### config.mk
export PLATFORM = sky130hd
export DESIGN_NAME = dec_uart_reporter
export DESIGN_NICKNAME = d
export VERILOG_FILES = /design/src/rtl/dec_uart_reporter.sv
export SDC_FILE = /design/constraint.sdc
export NUM_CORES = 1
export LEC_CHECK = 0
export ABC_AREA = 1
export CAP_MARGIN = 10
export CORE_MARGIN = 4
export CORE_UTILIZATION = 45
export CTS_CLUSTER_SIZE = 8
export DETAILED_ROUTE_END_ITERATION = 16
export GPL_TIMING_DRIVEN = 0
export PLACE_DENSITY = 0.65
export SETUP_SLACK_MARGIN = 0.15
export SYNTH_ARGS = -nofsm -noshare
export SYNTH_HDL_FRONTEND = slang
export SYNTH_SLANG_ARGS = --single-unit
### constraint.sdc
create_clock -name clk -period 2.02 [get_ports clk]
set_input_delay 0.404 -clock clk [delete_from_list [all_inputs] [get_ports clk]]
set_output_delay 0.404 -clock clk [all_outputs]
set_load 0.005 [all_outputs]
### src/rtl/dec_uart_reporter.sv
// Snapshots four ASCII decimal digits on a trigger and sends them over UART 8N1
// as one text record ending in CR LF, optionally without leading zeros.
module dec_uart_reporter #(
  parameter int CLK_HZ         = 27000000,
  parameter int BAUD           = 115200,
  parameter int BIT_CYCLES     = CLK_HZ / BAUD,
  parameter bit SUPPRESS_ZEROS = 1'b1
) (
  input  logic       clk,
  input  logic       rst_ni,
  input  logic [7:0] thousands,
  input  logic [7:0] hundreds,
  input  logic [7:0] tens,
  input  logic [7:0] units,
  input  logic       trigger,
  output logic       uart_tx,
  output logic       busy,
  output logic       done
);

  localparam int CNT_W = (BIT_CYCLES > 1) ? $clog2(BIT_CYCLES) : 1;
  localparam logic [CNT_W-1:0] CNT_LAST = CNT_W'(BIT_CYCLES - 1);
  localparam logic [2:0] LAST_BYTE = 3'd5;

  typedef enum logic [2:0] {
    IDLE,
    START,
    DATA,
    STOP,
    DONE
  } state_t;

  state_t           state;
  logic [CNT_W-1:0] cnt;
  logic [2:0]       bit_idx;
  logic [2:0]       byte_idx;
  logic [3:0][7:0]  digit_q;
  logic [7:0]       cur_byte;
  logic             cnt_last;

  // Record byte order: 0..3 are the digits, 4 is CR, 5 is LF.
  function automatic logic [2:0] start_index(input logic [7:0] th, input logic [7:0] hu,
                                             input logic [7:0] te);
    if (!SUPPRESS_ZEROS) return 3'd0;
    if (th != 8'h30)     return 3'd0;
    if (hu != 8'h30)     return 3'd1;
    if (te != 8'h30)     return 3'd2;
    return 3'd3;
  endfunction

  assign cnt_last = (cnt == CNT_LAST);

  // NOTE: every signal gets a default at the top of always_comb so no latch is inferred.
  always_comb begin
    cur_byte = 8'h0A;
    case (byte_idx)
      3'd0, 3'd1, 3'd2, 3'd3: cur_byte = digit_q[byte_idx[1:0]];
      3'd4:                   cur_byte = 8'h0D;
      default:                cur_byte = 8'h0A;
    endcase
  end

  // uart_tx is registered, so each state drives the line from the edge after it is
  // entered; this gives the one-cycle trigger-to-start-bit latency.
  // NOTE: sequential state uses non-blocking assignments only, so all registers
  // update together from the pre-edge values.
  always_ff @(posedge clk or negedge rst_ni) begin
    if (!rst_ni) begin
      state    <= IDLE;
      cnt      <= '0;
      bit_idx  <= '0;
      byte_idx <= '0;
      // NOTE: the snapshot is only four bytes of flops, so it is reset along with
      // the control state rather than left as an unreset memory.
      digit_q  <= '0;
      uart_tx  <= 1'b1;
      busy     <= 1'b0;
      done     <= 1'b0;
    end else begin
      case (state)
        IDLE: begin
          uart_tx <= 1'b1;
          done    <= 1'b0;
          if (trigger) begin
            digit_q[0] <= thousands;
            digit_q[1] <= hundreds;
            digit_q[2] <= tens;
            digit_q[3] <= units;
            byte_idx   <= start_index(thousands, hundreds, tens);
            cnt        <= '0;
            bit_idx    <= '0;
            busy       <= 1'b1;
            state      <= START;
          end
        end

        START: begin
          uart_tx <= 1'b0;
          if (cnt_last) begin
            cnt     <= '0;
            bit_idx <= '0;
            state   <= DATA;
          end else begin
            cnt <= cnt + 1'b1;
          end
        end

        DATA: begin
          uart_tx <= cur_byte[bit_idx];
          if (cnt_last) begin
            cnt     <= '0;
            bit_idx <= bit_idx + 3'd1;
            if (bit_idx == 3'd7) state <= STOP;
          end else begin
            cnt <= cnt + 1'b1;
          end
        end

        STOP: begin
          uart_tx <= 1'b1;
          if (cnt_last) begin
            cnt <= '0;
            if (byte_idx == LAST_BYTE) begin
              state <= DONE;
            end else begin
              byte_idx <= byte_idx + 3'd1;
              state    <= START;
            end
          end else begin
            cnt <= cnt + 1'b1;
          end
        end

        DONE: begin
          uart_tx <= 1'b1;
          done    <= 1'b1;
          busy    <= 1'b0;
          state   <= IDLE;
        end

        default: begin
          uart_tx <= 1'b1;
          busy    <= 1'b0;
          done    <= 1'b0;
          state   <= IDLE;
        end
      endcase
    end
  end

endmodule

# Word-level counts from Yosys, hierarchy flattened
# Index checks and enable logic that the tools add are counted.
# classes
bitwise	1
eq_ne	20
reduce_logical	13
n_mux	45
n_lt_le_gt_ge	2
n_addsub	3
# op_table
op	count
$mux 3	18
$pmux 8 s2	2
$mux 8	3
$ne 8x6->1 const B	3
$bmux 8 s2	1
$mux 1	14
$eq 3x2->1 const B	4
$eq 3x3->1 const B	4
$ne 2x2->1 const B	6
$pmux 3 s4	1
$pmux 3 s3	1
$add 8x1->8 const B	1
$eq 8x8->1 const B	1
$reduce_and 4->1	2
$add 3x1->3 const B	2
$eq 3x1->1 const B	2
$logic_not 3->1	2
$pmux 1 s2	3
$pmux 3 s2	1
$reduce_and 2->1	3
$reduce_and 5->1	1
$lt 3x4->1 const B	1
$reduce_bool 2->1	2
$reduce_or 4->1	1
other kinds (5)	5
# totals
in_bits	35
regBits	52

# Depth between registers and ports, before layout
# logic_depth
depth_word	16
ltp_mapped	11
depth_no_buf	10

# Worst setup path before layout
# No wires, ideal clock.
# synth_timing
path_kind	flip-flop to flip-flop
start	register cnt[1]
end	register bit_idx[0]
setup_ns	0.123
slack_ns	0.557
period_less_slack_ns	1.463
arrival_ns	1.340
required_time_ns	1.897
path_stages_with_launch	10
cell_sequence	dfrtp_1 > inv_1 > ha_1 > nand2_1 > nor2_1 > nand4_2 > o21ai_0 > nand3_1 > nand2_1 > o21ai_1
# synth_between
elab_chain_cells	3
# synth_lines
item	line_no	rtl
from (decl)	34	logic [CNT_W-1:0] cnt;
from (signal assigned)	104	cnt <= cnt + 1'b1;
from (signal assigned)	115	cnt <= cnt + 1'b1;
from (signal assigned)	130	cnt <= cnt + 1'b1;
$eq 8x8->1 (*)	51	assign cnt_last = (cnt == CNT_LAST);
$ne 2x2->1 (no source line)	--	
$reduce_and 4->1 (no source line) (*)	--	
to (signal assigned)	112	bit_idx <= bit_idx + 3'd1;
to (decl)	35	logic [2:0] bit_idx;
# Every way passes the cells marked *; elsewhere a longest branch is shown, timed or not.
# A chain may end at the register's enable or synchronous reset.

# Worst setup path in the final report
# layout_timing
start	register uart_tx
end	output port uart_tx
# layout_rtl
item	line_no	rtl
from (decl)	16	output logic uart_tx,
from (signal assigned)	109	uart_tx <= cur_byte[bit_idx];
# No word-level cell between the ends.

==> summary.md <==
| Metric | Value |
|---|---|
| Static leakage | 1.664 nW |
| Routed WL | 6.392 mm |
| Worst EP arrival | 1.30 ns |
| Critical path's slowest cell | dfstp_2 |
| RR Startpoint | cnt[1] |
| Critical Path Sink Type | output port |
| Global-route wire length before repair | 11.33 mm |
| Crit Path Category | flip-flop to output port |
| TritonCTS clock tree | yes |
| Post-synth ARST share | 100.0% |
| Avg Vias per Cell | 5.039 |
| CTS max path bufs | 2 |
| Slew headroom | 70.61% |
| Gate power share | 6.2% |
| Final Power | 0.001711 W |
| Fin. Hold Viols | 0 |
| DRT iter0 DRCs | 96 |
| Predominant post-synthesis flop cell | dfrtp_1 |
| EDFF count, synth | 0 |
| Post-synth cell types | 34 |
| Hold crit path type | primary input to async pin |
| CP startpoint | uart_tx |
| H-Tree Level Count | 2 |
| Clock network power share | 33.1% |
| Die ar. | 0.007634 sq mm |
| CTS Root Cell | clkbuf_8 |
| Mean area per synthesized cell | 7.622 sq um |
| Slew @ Worst Pin | 0.4369 ns |
| Crit path largest cell delay | 0.52 ns |
| Drt wl/cell | 12.99 um |
| Initial antenna violation count | 0 |
| Netlist Area Pre-Place | 0.002835 sq mm |
| Synth top area share | 45.01% |
| Routed via count | 2479 |
| Max Clk Rate | 586.3 MHz |
| Chip Height | 87.38 um |
| Cells along the critical path | clkdlybuf4s50_1 |
| MaxCap Viol Count | 0 |
| Vias in the first global route | 2472 |
| Place WS | 0.3027 ns |
| R2R cell count | 9 |
| YS warnings | 0 |
| RSZ-0062 raised after global routing | no |
| Reg clk slew, reported paths | 0.10 ns |
| Part of the cycle the worst path needs | 84.44% |
| Pin count of the biggest net entering global routing | 37 |
| CP Buf/Inv Count | 1 |
| Mapped Nets | 414 |
| Syn-to-layout area delta | 19.77% |
| Fin util | 56.35% |
| Gr ovfl total | 0 |
| Final setup viols | 0 |
| Diode count | 0 |
| Synth area leaders | dfrtp_1, nand2_1, inv_1 |
| Clock latency on the worst-skew pair | 0.31 ns |
| Sequential share of power | 60.8% |
| Layout fillers | 624 |
| DRC | 0 |
| Seq/Total Area, Yosys | 45.94% |
| GRT Util Overall | 18.91% |
| Commonest non-fill, non-tap cell in the layout | nand2_1 |
| Share of layout cells above drive strength 1 | 10.55% |
| Die width | 87.38 um |
| Crit path time final | 1.706 ns |
| Synth Register Bits | 52 |
| Remaining antenna violation count | 0 |
| Drt first pass iters | 4 |
| CP Launch Type | flip-flop |
| Sw Ratio | 21.68% |
| Int Pwr | 0.001340 W |
| Final Max Tran Viols | 0 |
| Most frequent cells in the layout | nand2_1, dfrtp_1, inv_1 |
| Dpl hpwl | 4.941 mm |
| Cell count after synthesis | 372 |
| # IOs | 38 |
| Post-synth top area cell | dfrtp_1 |
| Core ar. | 0.006026 sq mm |
| Clk sinks | 52 |
| Crit-path max FO | 1 |
| Slack of the critical path | 0.3143 ns |
| Starting Density | 47.05% |
| Cts bufs inserted | 5 |
| Worst vdd ir | 0.0002959 V |
| Setup Skew | 0.01126 ns |
| Req. time, crit path | 1.62 ns |
| Routability cong. | 0.9477 |
| Crit path depth | 1 |
| CP top delay family | flip-flops |
| Port bufs | 37 |
| Switching power total | 0.0003710 W |
| Outcome | completed |
| PwrDens | 503.9 mW/mm^2 |
| # rows | 28 |
| Post-layout net count | 459 |
[per-layer routing]
metal  GRT usage [%]  part of all wire [%]  up-vias
met5               0                     0        -
li1                -                     -     1271
met3           3.500                   4.5        5
met2           30.34                    45       40
met1           26.54                    49     1163
met4           4.324                  0.89        0
[synthesized netlist by cell type, types with 2 or more instances]
library cell    n
a21oi_1         8
a31oi_1         2
buf_2           4
buf_4           2
buf_6           5
dfrtp_1        51
ha_1            7
inv_1          43
inv_2           9
nand2_1       121
nand2_2         3
nand2_4         2
nand3_1        29
nand4_1        10
nor2_1         21
nor3_2          2
nor4_1          2
o21ai_0        24
o21ai_1        12
[sequential cells by signal (all words and copies together) (netlist names)]
register,flops
bit_idx,3
digit_q,32
done,1
busy,1
cnt,8
uart_tx,1
byte_idx,3
state,3
[power groups by stage]
stage / clock network [W] / logic, W / registers [W]
after CTS: 0.000575 / 0.000108 / 0.00104
after global routing: 0.000613 / 0.000117 / 0.00104
final: 0.000566 / 0.000105 / 0.00104
after floorplan: 0 / 0.00000954 / 0.00106
after global placement: 0 / 0.000104 / 0.00106
after detailed placement: 0 / 0.000108 / 0.00106
[final cells by class]
cell class	count	area, sq um	area share [%]
Clock inverter	1	5.005	0.1474
Timing Repair Buffer	38	385.4	11.35
Sequential cell	52	1303	38.36
Tap cell	75	93.84	2.763
Clock buffer	6	72.57	2.137
Inverter	53	202.7	5.969
Buffer	12	95.09	2.800
Multi-Input combinational cell	255	1239	36.48
[through the flow]
step	cells	setup TNS, ns	area [sq um]	hold WS [ns]
after floorplan	372	0	2835	0.1084
after global placement	484	-54.94	3299	0.4631
after detailed placement	485	0	3314	0.3615
after CTS	492	0	3392	0.02459
after global routing	492	0	3396	0.03698
final	492	0	3396	0.009943
[path summary, 6_finish.rpt]
path / slack, ns / endpoint
min: 0.01 / digit_q[16]
max reg2reg: 0.34 / bit_idx[2]
max in group asynchronous: 1.47 / digit_q[2]
min in group clk: 0.48 / done
max: 0.31 / uart_tx
min reg2reg: 0.48 / done
[logic make-up after synthesis]
family,after synthesis,share of synthesized area (%)
compound gates,50,9.444
xor+xnor,2,0.6179
fa+ha+maj,7,3.089
buf+inv,65,10.37
flops,52,45.94
simple gates,196,30.54
[timing repair]
item / in CTS / in global routing
endpoints found under the setup margin: 0 / 1
buffers inserted: 0 / 0
gates resized for setup: 0 / 1
hold buffers: 0 / 0
No activity file was read; power rests on OpenSTA's default activity.
